`src/rtl/accel_pickoff_encoder.sv`:
```
// Simulation-side accelerometer pickoff source: emits a signed command as two-phase
// Gray-coded quadrature steps at a programmable rate and tracks the net position.
module accel_pickoff_encoder #(
    parameter int unsigned CW       = 12,
    parameter int unsigned STEP_DIV = 4,
    parameter int unsigned PW       = 16
) (
    input  logic          SIM_CLK,
    input  logic          SIM_RST,
    input  logic          CMD_VALID,
    input  logic [CW-1:0] CMD_COUNT,
    output logic          CMD_READY,
    input  logic          HOLD,
    output logic          PHA,
    output logic          PHB,
    output logic          DIR,
    output logic          BUSY,
    output logic          DONE,
    output logic [PW-1:0] POS
);

    localparam int unsigned TW = $clog2(STEP_DIV);
    localparam logic [TW-1:0] TimerReload = TW'(STEP_DIV - 1);

    typedef enum logic [1:0] {
        StIdle,
        StRun,
        StFin
    } state_e;

    state_e        state_q;
    logic [1:0]    ph_q;          // {PHB, PHA}
    logic          dir_q;
    logic          busy_q;
    logic          done_q;
    logic [PW-1:0] pos_q;
    logic [CW-1:0] remaining_q;
    logic [TW-1:0] timer_q;

    logic [1:0]    ph_bin;
    logic [1:0]    ph_bin_step;
    logic [1:0]    ph_d;
    logic [PW-1:0] pos_d;
    logic [CW-1:0] cmd_mag;

    // Step the phase through its binary index so both directions share one path.
    always_comb begin
        ph_bin      = {ph_q[1], ph_q[1] ^ ph_q[0]};
        ph_bin_step = dir_q ? (ph_bin - 2'd1) : (ph_bin + 2'd1);
        ph_d        = ph_bin_step ^ {1'b0, ph_bin_step[1]};
        pos_d       = dir_q ? (pos_q - PW'(1)) : (pos_q + PW'(1));
        // Most-negative count maps to 2^(CW-1) as an unsigned magnitude.
        cmd_mag     = CMD_COUNT[CW-1] ? (~CMD_COUNT + CW'(1)) : CMD_COUNT;
    end

    always_ff @(posedge SIM_CLK) begin
        if (SIM_RST) begin
            state_q     <= StIdle;
            ph_q        <= 2'b00;
            dir_q       <= 1'b0;
            busy_q      <= 1'b0;
            done_q      <= 1'b0;
            pos_q       <= '0;
            remaining_q <= '0;
            timer_q     <= '0;
        end else begin
            done_q <= 1'b0;
            unique case (state_q)
                StIdle: begin
                    if (CMD_VALID) begin
                        if (CMD_COUNT != '0) begin
                            remaining_q <= cmd_mag;
                            dir_q       <= CMD_COUNT[CW-1];
                            timer_q     <= TimerReload;
                            busy_q      <= 1'b1;
                            state_q     <= StRun;
                        end else begin
                            done_q  <= 1'b1;
                            state_q <= StFin;
                        end
                    end
                end
                StRun: begin
                    if (!HOLD) begin
                        if (timer_q != '0) begin
                            timer_q <= timer_q - TW'(1);
                        end else begin
                            ph_q        <= ph_d;
                            pos_q       <= pos_d;
                            remaining_q <= remaining_q - CW'(1);
                            timer_q     <= TimerReload;
                            if (remaining_q == CW'(1)) begin
                                busy_q  <= 1'b0;
                                done_q  <= 1'b1;
                                state_q <= StFin;
                            end
                        end
                    end
                end
                StFin: begin
                    state_q <= StIdle;
                end
                default: begin
                    state_q <= StIdle;
                end
            endcase
        end
    end

    assign CMD_READY = (state_q == StIdle);
    assign PHA       = ph_q[0];
    assign PHB       = ph_q[1];
    assign DIR       = dir_q;
    assign BUSY      = busy_q;
    assign DONE      = done_q;
    assign POS       = pos_q;

endmodule
```
`config.mk`:
```
export PLATFORM = sky130hd
export DESIGN_NAME = accel_pickoff_encoder
export DESIGN_NICKNAME = d
export VERILOG_FILES = /design/src/rtl/accel_pickoff_encoder.sv
export SDC_FILE = /design/constraint.sdc
export NUM_CORES = 1
export LEC_CHECK = 0
export ABC_AREA = 1
export BUFFER_PORTS_ARGS = -buffer_cell sky130_fd_sc_hd__buf_4
export CAP_MARGIN = 20
export CORE_MARGIN = 2
export CORE_UTILIZATION = 59
export CTS_CLUSTER_DIAMETER = 120
export DETAILED_ROUTE_END_ITERATION = 8
export PLACE_DENSITY_LB_ADDON = 0.12
export SETUP_SLACK_MARGIN = 0.5
export SLEW_MARGIN = 15
export SYNTH_ARGS = -nofsm -noshare
export SYNTH_HDL_FRONTEND = slang
export SYNTH_SLANG_ARGS = --single-unit
```
`constraint.sdc`:
```
create_clock -name SIM_CLK -period 2.3 [get_ports SIM_CLK]
set_input_delay 0.23 -clock SIM_CLK [delete_from_list [all_inputs] [get_ports SIM_CLK]]
set_output_delay 0.23 -clock SIM_CLK [all_outputs]
set_load 0.01 [all_outputs]
```
Word level (Yosys, flattened, before mapping):

Index checks and enable logic that the tools add are counted.

* flip-flop bits (word level): 37
* output and inout bits: 22
* logic and storage cells: 68

* add/sub/neg operators: 7
* eq/ne operators: 7
* muxes and demuxes: 31
* bitwise gates (word level): 5
* reduce and logical (&&, ||, !) cells: 10

Operator list (count)
* 12-bit two-way mux: 5
* 12-bit one-hot mux with 2 select lines: 1
* 2-bit two-way mux: 10
* 16-bit by 1-bit adder with 16-bit output (second input constant): 1
* 16-bit two-way mux: 1
* 16-bit by 1-bit subtractor with 16-bit output (second input constant): 1
* 12-bit by 1-bit adder with 12-bit output (second input constant): 1
* 12-bit by 1-bit == test with 1-bit output (second input constant): 1
* 12-bit inverter: 1
* 12-bit nonzero test: 1
* 12-bit by 1-bit subtractor with 12-bit output (second input constant): 1
* 1-bit two-way mux: 10
* 2-bit inequality test (second input constant): 4
* 2-bit one-hot mux with 2 select lines: 2
* 4-bit AND reduction: 2
* 3-bit AND reduction: 2
* 6-bit AND reduction: 1
* 5-bit AND reduction: 1
* 1-bit one-hot mux with 2 select lines: 2
* 2-bit nonzero test: 2
* 2-bit by 1-bit subtractor with 2-bit output (second input constant): 2
* 2-bit by 1-bit adder with 2-bit output (second input constant): 1
* 2-bit by 1-bit == test with 1-bit output (second input constant): 1
* 2-bit logical NOT: 1
* 4 further kinds: 5

Depth between registers and ports, before layout:

Gate-level depths: netlist (run 1).

* depth in word-level cells: 6
* mapped depth: 11
* depth with buffers taken out: 11

Least setup slack after synthesis (run 1):

Ideal clock, no wire load.

* kind: register to register
* from: reg dir_q, in the netlist DIR
* to: reg pos_q[15], in the netlist POS[15]
* library setup time: 0.109 ns
* arrival: 1.926 ns
* setup slack: 0.265 ns
* stages on the path, launching flop included: 11
* buffers on the path: 0
* clock period less this slack: 2.035 ns
* cell sequence: dfxtp_1 > ha_1 > or2_2 > nand3_1 > nand2_1 > nand2_1 > nand2_1 > nand2_1 > nand3_1 > nand2_1 > inv_1

* cells in the longest elaborated chain, start to end: 1

Ends and longest elaborated chain
* from (decl): line 33 `logic dir_q;`
* from (signal assigned): line 73 `dir_q <= CMD_COUNT[CW-1];`
* 16-bit two-way mux: line 51 `pos_d = dir_q ? (pos_q - PW'(1)) : (pos_q + PW'(1));`
* to (signal assigned): line 89 `pos_q <= pos_d;`
* to (decl): line 36 `logic [PW-1:0] pos_q;`

Every way passes these cells.
A chain may end at the register's enable or synchronous reset.

Worst setup path in the final report (run 1):

* from: reg dir_q, in the netlist DIR
* to: reg pos_q[13], in the netlist POS[13]

Same word-level chain as after synthesis.

==> summary.md, run 1 <==
| Metric | Value |
|---|---|
| CP startpoint kind | `flip-flop` |
| Reg2Reg Setup Slack | `between 0.5 and 0.6 ns` |
| Yosys top cell by area | `dfxtp_1` |
| Core area | `between 0.005 and 0.006 mm²` |
| Multi-input logic area | `0.002141 mm²` |
| Leakage | `a little under 2 nW` |
| PD cells | `roughly 570 mW/mm²` |
| Flops & latches, synth | `37` |
| Critical path class | `reg -> reg` |
| Reg2reg end | `POS[13]` |
| Routed length per instance | `12.53 µm` |
| Synth unique cells | `36` |
| Placed cell areas | `0.003435 mm²` |
| Pwr Total | `about 2.2 mW` |
| Fill cells | `between 400 and 500` |
| CTS tree | `built` |
| Core Util, Final | `73.17%` |
| Layout net count | `a little over 600` |
| Reg clk slew, reported paths | `roughly 0.080 ns` |
| Final wirelength | `about 8100 µm` |
| Synth area leaders | `dfxtp_1 (24%), nand2_1 (18%), inv_1 (10%)` |
| Share of cells above drive strength 1 | `between 10% and 20%` |
| Slowest CP cell | `dfxtp_4` |
| GRT Total Usage | `27.15%` |
| First DRT Iteration DRCs | `about 150` |
| Total number of vias | `3421` |
| Layout area overhead | `19.43%` |
| Worst-path fanout max | `7` |
| Dpl hpwl | `5474 µm` |
| CP Data Required Time | `between 2 and 2.5 ns` |
| Via density | `approximately 5.3` |
| Post-synthesis sequential area ratio | `23.52%` |
| Hold crit path type | `in -> reg` |
| Vias in the first global route | `3145` |
| Routability cong. | `0.8223` |
| I/O Buffers | `37` |
| RSZ-0062 raised after global routing | `yes` |
| Die Y | `77.06 µm` |
| Final Hold Fails | `0` |
| Final setup violation count | `0` |
| Setup crit end | `POS[13]` |
| Clock Tree Buf Depth | `2` |
| Final ANT Viol Nets | `0` |
| ANT cells | `0` |
| Crit end category | `flip-flop` |
| CTS root buffer | `clkbuf_8` |
| CP max stage delay | `0.41 ns` |
| Max-cap violations | `0` |
| Synth Net Count | `roughly 570` |
| Worst Reg2Reg Path Length in Cells | `9` |
| Worst Skew | `between 0.004 and 0.005 ns` |
| Max VDD drop | `slightly below 0.0003 V` |
| Initial Util | `61.27%` |
| Avg Inst Size Synth | `slightly below 6 µm²` |
| Worst relative slew slack | `between 60 and 70%` |
| First-pass GRT wire length | `about 13000 µm` |
| Most frequent cells after synthesis | `nand2_1 (149), inv_1 (87), nor2_1 (76)` |
| Sink Count | `37` |
| DR pass1 iterations | `5` |
| Hold_buf cts | `0` |
| FF-to-FF Start | `DIR` |
| Number of enable flip-flop cells after synthesis | `0` |
| FFs w/ async S/R, synth | `0%` |
| # rows | `26` |
| Top-area cell type share of the netlist area | `23.52%` |
| Slew @ Worst Pin | `~0.56 ns` |
| Hold path start | `SIM_RST` |
| Outcome | `finished clean` |
| Worst-Skew Late Latency | `between 0.2 and 0.3 ns` |
| Register Area | `744.5 µm²` |
| Number of CTS-inserted buffers | `5` |
| Synthesized instance count | `534` |
| Critical path origin | `DIR` |
| Largest net degree at the start of global routing | `23` |
| Die area | `roughly 0.0059 mm²` |
| Chip width | `roughly 77 µm` |
| DRC | `0` |
| Period minus WS final | `approximately 1.8 ns` |
| Cell Area, Synth | `0.003149 mm²` |
| Most frequent cell after synthesis | `nand2_1` |
| Worst path cell trace | `buf_8 > ha_2 > nand2_2 > nor3_2 > nand2_2 > nand3_1 > nand2_1 > nor2_1 > nor2_1` |
| Final Cell Area | `between 0.003 and 0.004 mm²` |
| Worst path arrival time | `slightly below 2 ns` |
| Fmax | `around 0.56 GHz` |
| Fin crit share | `between 70% and 80%` |
| Antenna violations before repair | `0` |
| Total negative slack | `0 ns` |
| Io pins | `38` |
| Post-synth top flop | `dfxtp_1` |
| YS warnings | `0` |
| H-tree depth | `2` |
| Max-slew violation count | `0` |
| GR Overflow Total | `0` |
[placed cells by master, fill, tap and decap left out, types with 9 or more instances in the layout]
cell type  instances
nand2_1          138
nand3_1           56
a21oi_1           17
inv_1             86
dfxtp_1           36
ha_1               9
nor2_1            76
buf_4             42
nand2_2           14
o21ai_0           17
[layout make-up]
| class | instances | area share [%] |
|---|---|---|
| multi-input combinational | 393 | 56.92 |
| sequential | 37 | 19.79 |
| inverter | 93 | 9.348 |
| timing repair buffer | 44 | 9.315 |
| tap | 70 | 2.329 |
| clock buffer | 5 | 1.830 |
| clock inverter | 3 | 0.4657 |
[cell families after synthesis]
kind of cell / count (synthesis) / synth area share, %
AND/OR/NAND/NOR: 314 / 43.11
buffers and inverters: 105 / 14.22
AO/OA/AOI/OAI: 50 / 8.860
flip-flops: 37 / 23.52
adder cells (fa/ha/maj): 19 / 7.787
XOR/XNOR: 9 / 2.503
[worst max-delay path, delay by kind of cell, from the launching register on]
| family | cells | cell delay (ns) |
|---|---|---|
| fa+ha+maj | 1 | 0.39 |
| simple gates | 7 | 0.70 |
| flops | 1 | 0.41 |
| buf+inv | 1 | 0.16 |
[worst min path at each step]
| stage | endpoint | slack [ns] | cells after the start |
|---|---|---|---|
| floorplan | timer_q[1] | 0.43 | 2 |
| global placement | BUSY | 0.45 | 2 |
| detailed placement | BUSY | 0.46 | 2 |
| CTS | remaining_q[0] | 0.27 | 2 |
| global route | remaining_q[1] | 0.28 | 2 |
| finish | remaining_q[1] | 0.27 | 2 |
[per-layer routing]
metal,up-vias,routed length (µm),track usage [%]
li1,1755,-,-
met1,1551,3531,31.06
met2,91,4029,50.26
met3,24,311,4.118
met4,0,209,10.89
met5,-,0,0
[flip-flops by register name, indices dropped and copies added, names as in the netlist]
signal       flops
DIR              1
ph_q             2
POS             16
DONE             1
timer_q          2
remaining_q     12
state_q          2
BUSY             1
[through the flow]
stage / setup slack, ns / std cells / hold WS [ns]
after global routing: 0.4385 / 645 / 0.2779
after floorplan: 0.5275 / 534 / 0.4329
after CTS: 0.5339 / 641 / 0.2725
final: 0.5301 / 645 / 0.2707
after detailed placement: 0.3247 / 631 / 0.4569
after global placement: 0.3855 / 631 / 0.4504
[report_power, final]
group	leakage, nW	switching (mW)	internal, mW
registers	0.304	0.0765	0.720
logic	1.62	0.546	0.349
clock network	0.0439	0.252	0.209
[what timing repair did]
item,CTS,global route
pin swaps,0,9
endpoints found under the setup margin,11,22
setup buffers,2,3
gates resized for setup,11,30
cloned,0,1
Power figures use the tool's default switching activity.
==> run 2: changes to the inputs <==
--- a/config.mk
+++ b/config.mk
@@ -9,7 +9,7 @@
 export BUFFER_PORTS_ARGS = -buffer_cell sky130_fd_sc_hd__buf_4
 export CAP_MARGIN = 20
 export CORE_MARGIN = 2
-export CORE_UTILIZATION = 59
+export CORE_UTILIZATION = 53
 export CTS_CLUSTER_DIAMETER = 120
 export DETAILED_ROUTE_END_ITERATION = 8
 export PLACE_DENSITY_LB_ADDON = 0.12
==> constraint.sdc (replaced) <==
create_clock -name SIM_CLK -period 1.6 [get_ports SIM_CLK]
set_input_delay 0.16 -clock SIM_CLK [delete_from_list [all_inputs] [get_ports SIM_CLK]]
set_output_delay 0.16 -clock SIM_CLK [all_outputs]
set_load 0.01 [all_outputs]
==> run 2 against run 1 <==
The flow now finishes with violations (negative setup slack). Register-to-register slack got worse by 0.82 ns. Design area grew 32%. Core utilization up 12 points. Final cell count up 9.1%. Maximum frequency fell by 6.5%. Critical path depth unchanged. Via count is 24% higher. Largest cell class unchanged. Highest routed layer unchanged.
==> summary.md, run 2 (synthesized netlist as in run 1, its figures left out) <==
| Metric | Value |
|---|---|
| Non-filler cells, final | `704` |
| Worst relative slew slack | `56.92%` |
| CP Data Required Time | `between 1.5 and 2 ns` |
| Crit end category | `flip-flop` |
| Leading cell type in the layout, fill and taps excluded | `nand2_1` |
| Crit-path leading delay family | `simple AND/OR/NAND/NOR gates` |
| Initial Util | `between 50% and 60%` |
| Via density | `roughly 6` |
| Worst path cell trace | `buf_12 > ha_4 > or2_4 > nand3b_1 > nand2_2 > nand2_1 > nand3_1 > o211ai_1 > inv_1` |
| Critical path class | `reg -> reg` |
| Total negative slack | `-2.033 ns` |
| DRC | `0` |
| Final Hold Fails | `0` |
| Final Cell Area | `0.004960 mm²` |
| Sink Count | `37` |
| Number of CTS-inserted buffers | `5` |
| CTS root buffer | `clkbuf_8` |
| Number of buffers and inverters on the critical path | `2` |
| Chip width | `~81 µm` |
| Die Y | `81.09 µm` |
| Fmax | `between 0.5 and 0.6 GHz` |
| Final WS setup | `-0.2938 ns` |
| Worst Reg2Reg Path Length in Cells | `9` |
| Layout area overhead | `57.49%` |
| First DRT Iteration DRCs | `approximately 400` |
| Routed length per instance | `~19 µm` |
| Layout net count | `about 660` |
| PD cells | `about 840 mW/mm²` |
| Post-Place Cells | `approximately 660` |
| ANT cells | `0` |
| Core Util, Final | `85.28%` |
| First-pass GRT wire length | `17190 µm` |
| RSZ-0062 raised after global routing | `yes` |
| Routability cong. | `0.9234` |
| Pwr Total | `between 4 and 5 mW` |
| Share of cells above drive strength 1 | `~42%` |
| DR pass1 iterations | `5` |
| Dpl hpwl | `approximately 5800 µm` |
| CP Depth | `9` |
| Total number of vias | `around 4200` |
| H-tree depth | `2` |
| Slew @ Worst Pin | `between 0.6 and 0.7 ns` |
| Final ANT Viol Nets | `0` |
| Final wirelength | `between 10000 and 15000 µm` |
| I/O Buffers | `37` |
| Worst Skew | `0.02231 ns` |
| Io pins | `38` |
| Slowest CP cell | `dfxtp_4` |
| Leakage | `between 2 and 2.5 nW` |
| CP startpoint kind | `flip-flop` |
| Reg clk slew, reported paths | `~0.090 ns` |
| Failing checks | `negative setup slack` |
| Max reg flops | `16` |
| Hold Crit Depth | `2` |
| Worst path arrival time | `around 2.1 ns` |
| Antenna violations before repair | `0` |
| Worst-Skew Late Latency | `0.33 ns` |
| Core area | `between 0.005 and 0.006 mm²` |
| Period minus WS final | `around 1.9 ns` |
| CTS tree | `built` |
| Hold crit path type | `in -> reg` |
| CP max stage delay | `0.49 ns` |
| Max-slew violation count | `0` |
| Vias in the first global route | `roughly 3800` |
| Placed cell areas | `0.003742 mm²` |
| Clock Tree Buf Depth | `2` |
| Max VDD drop | `approximately 0.00069 V` |
| Worst-path fanout max | `7` |
| Outcome | `finished, violations left` |
| Fin crit share | `118.4%` |
| Max-cap violations | `0` |
| GRT Total Usage | `about a third` |
| Final setup violation count | `13` |
| Largest net degree at the start of global routing | `21` |
| # rows | `28` |
| Die area | `0.006575 mm²` |
| Most frequent cells in the layout | `nand2_1 (108), inv_1 (75), buf_4 (72), nor2_1 (59), nand3_1 (42)` |
| GR Overflow Total | `0` |
## run 2: cell count changes in the layout (fill, tap and decap cells not counted), moves of 10 or more
| cell | delta |
|---|---|
| buf_4 | +30 |
| buf_6 | +14 |
| dfxtp_1 | -10 |
| ha_4 | +10 |
| inv_1 | -11 |
| nand2_1 | -30 |
| nand2_2 | +26 |
| nand3_1 | -14 |
| nand3_2 | +10 |
| nor2_1 | -17 |
## run 2: where the power goes
| part | internal [mW] | switching, mW |
|---|---|---|
| Sequential | 1.05 | 0.160 |
| Clock | 0.304 | 0.439 |
| Combinational | 0.979 | 1.24 |
| Total | 2.33 | 1.84 |
## run 2: per-layer routing
metal / GRT usage [%] / share of wire (%) / up-vias
met1: 34.33 / 33 / 1901
met3: 6.556 / 9.4 / 134
met5: 0 / 0 / -
met4: 22.03 / 9.0 / 0
li1: - / - / 1869
met2: 63.47 / 48 / 325
## run 2: path summary, 6_finish.rpt
path                            startpoint        endpoint  slack [ns]
worst max register to register         DIR          POS[5]       -0.29
worst max-delay path                   DIR          POS[5]       -0.29
worst min register to register        BUSY            BUSY        0.51
worst min-delay path               SIM_RST  remaining_q[0]        0.18
## run 2: stage by stage
stage / hold WS [ns] / setup WS [ns]
finish: 0.1800 / -0.2938
global route: 0.1953 / -0.3445
CTS: 0.1793 / -0.09495
detailed placement: 0.4556 / -0.1408
global placement: 0.4499 / -0.1010
floorplan: 0.3713 / -0.006367
## run 2: area by class of cell
class,count,area (µm²)
Clock buffer,6,72.57
Multi-Input combinational cell,395,2696
Tap cell,75,93.84
Clock inverter,2,10.01
Sequential cell,37,767.0
Timing Repair Buffer,96,935.9
Inverter,93,384.1
Fill cell,307,855.8
## run 2: what timing repair did
action / in CTS / in global routing
cloned: 8 / 0
hold buffers: 0 / 0
setup endpoints to repair: 38 / 41
gates resized for setup: 84 / 98
pin swaps: 23 / 40
setup buffers: 19 / 12
## run 2: worst register-to-register path: stages, from the launching register on
cell	delay (ns)
dfxtp_4	0.49
buf_12	0.17
ha_4	0.22
or2_4	0.24
nand3b_1	0.13
nand2_2	0.13
nand2_1	0.12
nand3_1	0.11
o211ai_1	0.11
inv_1	0.05
==> run 3: changes to the inputs <==
--- a/config.mk
+++ b/config.mk
@@ -9,7 +9,7 @@
 export BUFFER_PORTS_ARGS = -buffer_cell sky130_fd_sc_hd__buf_4
 export CAP_MARGIN = 20
 export CORE_MARGIN = 2
-export CORE_UTILIZATION = 53
+export CORE_UTILIZATION = 35
 export CTS_CLUSTER_DIAMETER = 120
 export DETAILED_ROUTE_END_ITERATION = 8
 export PLACE_DENSITY_LB_ADDON = 0.12
==> run 3 against run 2 <==
The flow still finishes with violations (negative setup slack). Maximum frequency is 11% higher. Wire length is 21% lower. First-iteration DRC count is 73% lower. Combinational power is 3% lower. Final cell count is 6.5% higher. Count of clock-buffer cells in the layout is 1 lower. Clock skew is 0.014 ns lower. Sequential cell count stayed put. Sequential share of layout area is 0.72 points lower.
==> summary.md, run 3 (synthesized netlist as in run 1, its figures left out) <==
| Metric | Value |
|---|---|
| Worst-Skew Late Latency | `just under 0.3 ns` |
| Fill cells | `between 700 and 800` |
| CP startpoint kind | `flip-flop` |
| Dpl hpwl | `around 6300 µm` |
| Critical path class | `reg -> reg` |
| Crit end category | `flip-flop` |
| Register Area | `roughly 770 µm²` |
| Io pins | `38` |
| Vias in the first global route | `around 3600` |
| Hold crit path type | `in -> reg` |
| Layout area overhead | `65.71%` |
| First-pass GRT wire length | `16730 µm` |
| Max VDD drop | `about 0.00037 V` |
| Total number of vias | `around 3600` |
| Leakage | `2.557 nW` |
| Antenna violations before repair | `0` |
| GRT Total Usage | `a little over a fifth` |
| Final wirelength | `~10000 µm` |
| Switching share of power | `about two fifths` |
| RSZ-0062 raised after global routing | `yes` |
| # rows | `34` |
| Seq pwr share | `29.4%` |
| Worst relative slew slack | `76.28%` |
| Max reg flops | `16` |
| Worst Skew | `~0.0084 ns` |
| Initial Util | `about 36%` |
| PD cells | `768.9 mW/mm²` |
| Core area | `0.008721 mm²` |
| Clock Tree Buf Depth | `2` |
| CTS root buffer | `clkbuf_8` |
| CTS tree | `built` |
| Max-cap violations | `0` |
| Sw power | `1.649 mW` |
| DRC | `0` |
| Outcome | `finished, violations left` |
| Core Util, Final | `about 60%` |
| Final hold slack | `approximately 0.23 ns` |
| Via density | `between 4 and 5` |
| Internal power | `2.364 mW` |
| Max-slew violation count | `0` |
| Period minus WS final | `about 1.7 ns` |
| Failing checks | `negative setup slack` |
| Sink Count | `37` |
| Total negative slack | `-0.6256 ns` |
| Worst-path fanout max | `8` |
| Routability cong. | `around 0.85` |
| ANT cells | `0` |
| I/O Buffers | `37` |
| Layout net count | `just under 700` |
| Part of the power in the clock network | `roughly 17%` |
| CP Data Required Time | `roughly 1.8 ns` |
| Die area | `roughly 0.0098 mm²` |
| Largest net degree at the start of global routing | `21` |
| Fin crit share | `106.6%` |
| GR Overflow Total | `0` |
| Reg clk slew, reported paths | `0.09 ns` |
| Leading cell type in the layout, fill and taps excluded | `nand2_1` |
| Most frequent cells in the layout | `nand2_1 (109), inv_1 (72), buf_4 (72), nor2_1 (64), nand3_1 (40)` |
| Fmax | `just under 0.6 GHz` |
| Multi-input logic area | `around 0.0028 mm²` |
| Worst path arrival time | `1.90 ns` |
| Hold_buf cts | `0` |
| Placed cell areas | `a little under 0.004 mm²` |
| Routed length per instance | `~14 µm` |
| Die Y | `roughly 99 µm` |
| DR pass1 iterations | `4` |
| Final WS setup | `-0.1050 ns` |
| Final ANT Viol Nets | `0` |
| First DRT Iteration DRCs | `between 100 and 150` |
| Final Hold Fails | `0` |
| H-tree depth | `2` |
| Number of CTS-inserted buffers | `5` |
| Slew @ Worst Pin | `between 0.3 and 0.4 ns` |
| Chip width | `98.86 µm` |
| Logic pwr share | `53.5%` |
| Final Cell Area | `about 0.0052 mm²` |
| Share of cells above drive strength 1 | `~46%` |
| Final setup violation count | `11` |
[run 3: cell count changes in the layout (fill, tap and decap cells not counted), sizes merged]
| cell | delta |
|---|---|
| inv | -1 |
| clkbuf | -1 |
| buf | +14 |
| bufbuf | -1 |
| clkinv | +1 |
| clkinvlp | +1 |
[run 3: area by class of cell]
class,count,area share (%)
Multi-Input combinational cell,395,52.89
Timing Repair Buffer,109,20.57
Sequential cell,37,14.74
Inverter,93,7.552
Tap cell,108,2.589
Clock buffer,5,1.319
Clock inverter,3,0.3357
[run 3: per-stage QoR]
stage	std cells	power, mW	setup WS [ns]
3_3_place_gp	700	2.533	-0.1419
2_1_floorplan	534	2.151	-0.006367
4_1_cts	738	3.781	-0.06824
5_1_grt	750	4.283	-0.2161
6_report	750	4.013	-0.1050
3_5_place_dp	700	2.554	-0.1875
[run 3: power by group through the flow]
stage / combinational [mW] / clock (mW) / sequential (mW)
detailed placement: 1.38 / 0 / 1.18
finish: 2.15 / 0.685 / 1.18
global placement: 1.36 / 0 / 1.18
global route: 2.35 / 0.742 / 1.19
floorplan: 0.977 / 0 / 1.17
CTS: 1.91 / 0.711 / 1.16
[run 3: timing repair]
| action | 4_1_cts | 5_1_grt |
|---|---|---|
| pin swaps | 63 | 59 |
| gates resized for setup | 120 | 94 |
| setup buffers | 23 | 12 |
| cloned | 7 | 0 |
| setup endpoints to repair | 38 | 45 |
[run 3: path summary, 6_finish.rpt]
check,start,slack [ns],end,cells past startpoint
worst max-delay path,DIR,-0.11,POS[13],10
worst min-delay path,SIM_RST,0.23,remaining_q[3],2
worst max register to register,DIR,-0.11,POS[13],10
worst min register to register,timer_q[1],0.47,timer_q[1],2
[run 3: per-layer routing]
metal  part of all wire [%]  track usage (%)  wire length (µm)  up-vias
met2                     53            38.20              5512       53
li1                       -                -                 -     1890
met1                     43            25.21              4467     1692
met5                      0                0                 0        -
met4                    1.1            5.796               110        0
met3                    3.4            3.404               358        8
[run 3: critical path, cell delays in order, from the launching register on]
cell      delay (ns)
dfxtp_4         0.40
buf_6           0.14
ha_4            0.29
nand2_2         0.10
nand3b_1        0.21
nand2_2         0.13
nand2_2         0.08
nand3_2         0.07
nand2_1         0.04
nor2_1          0.10
nor2_1          0.04
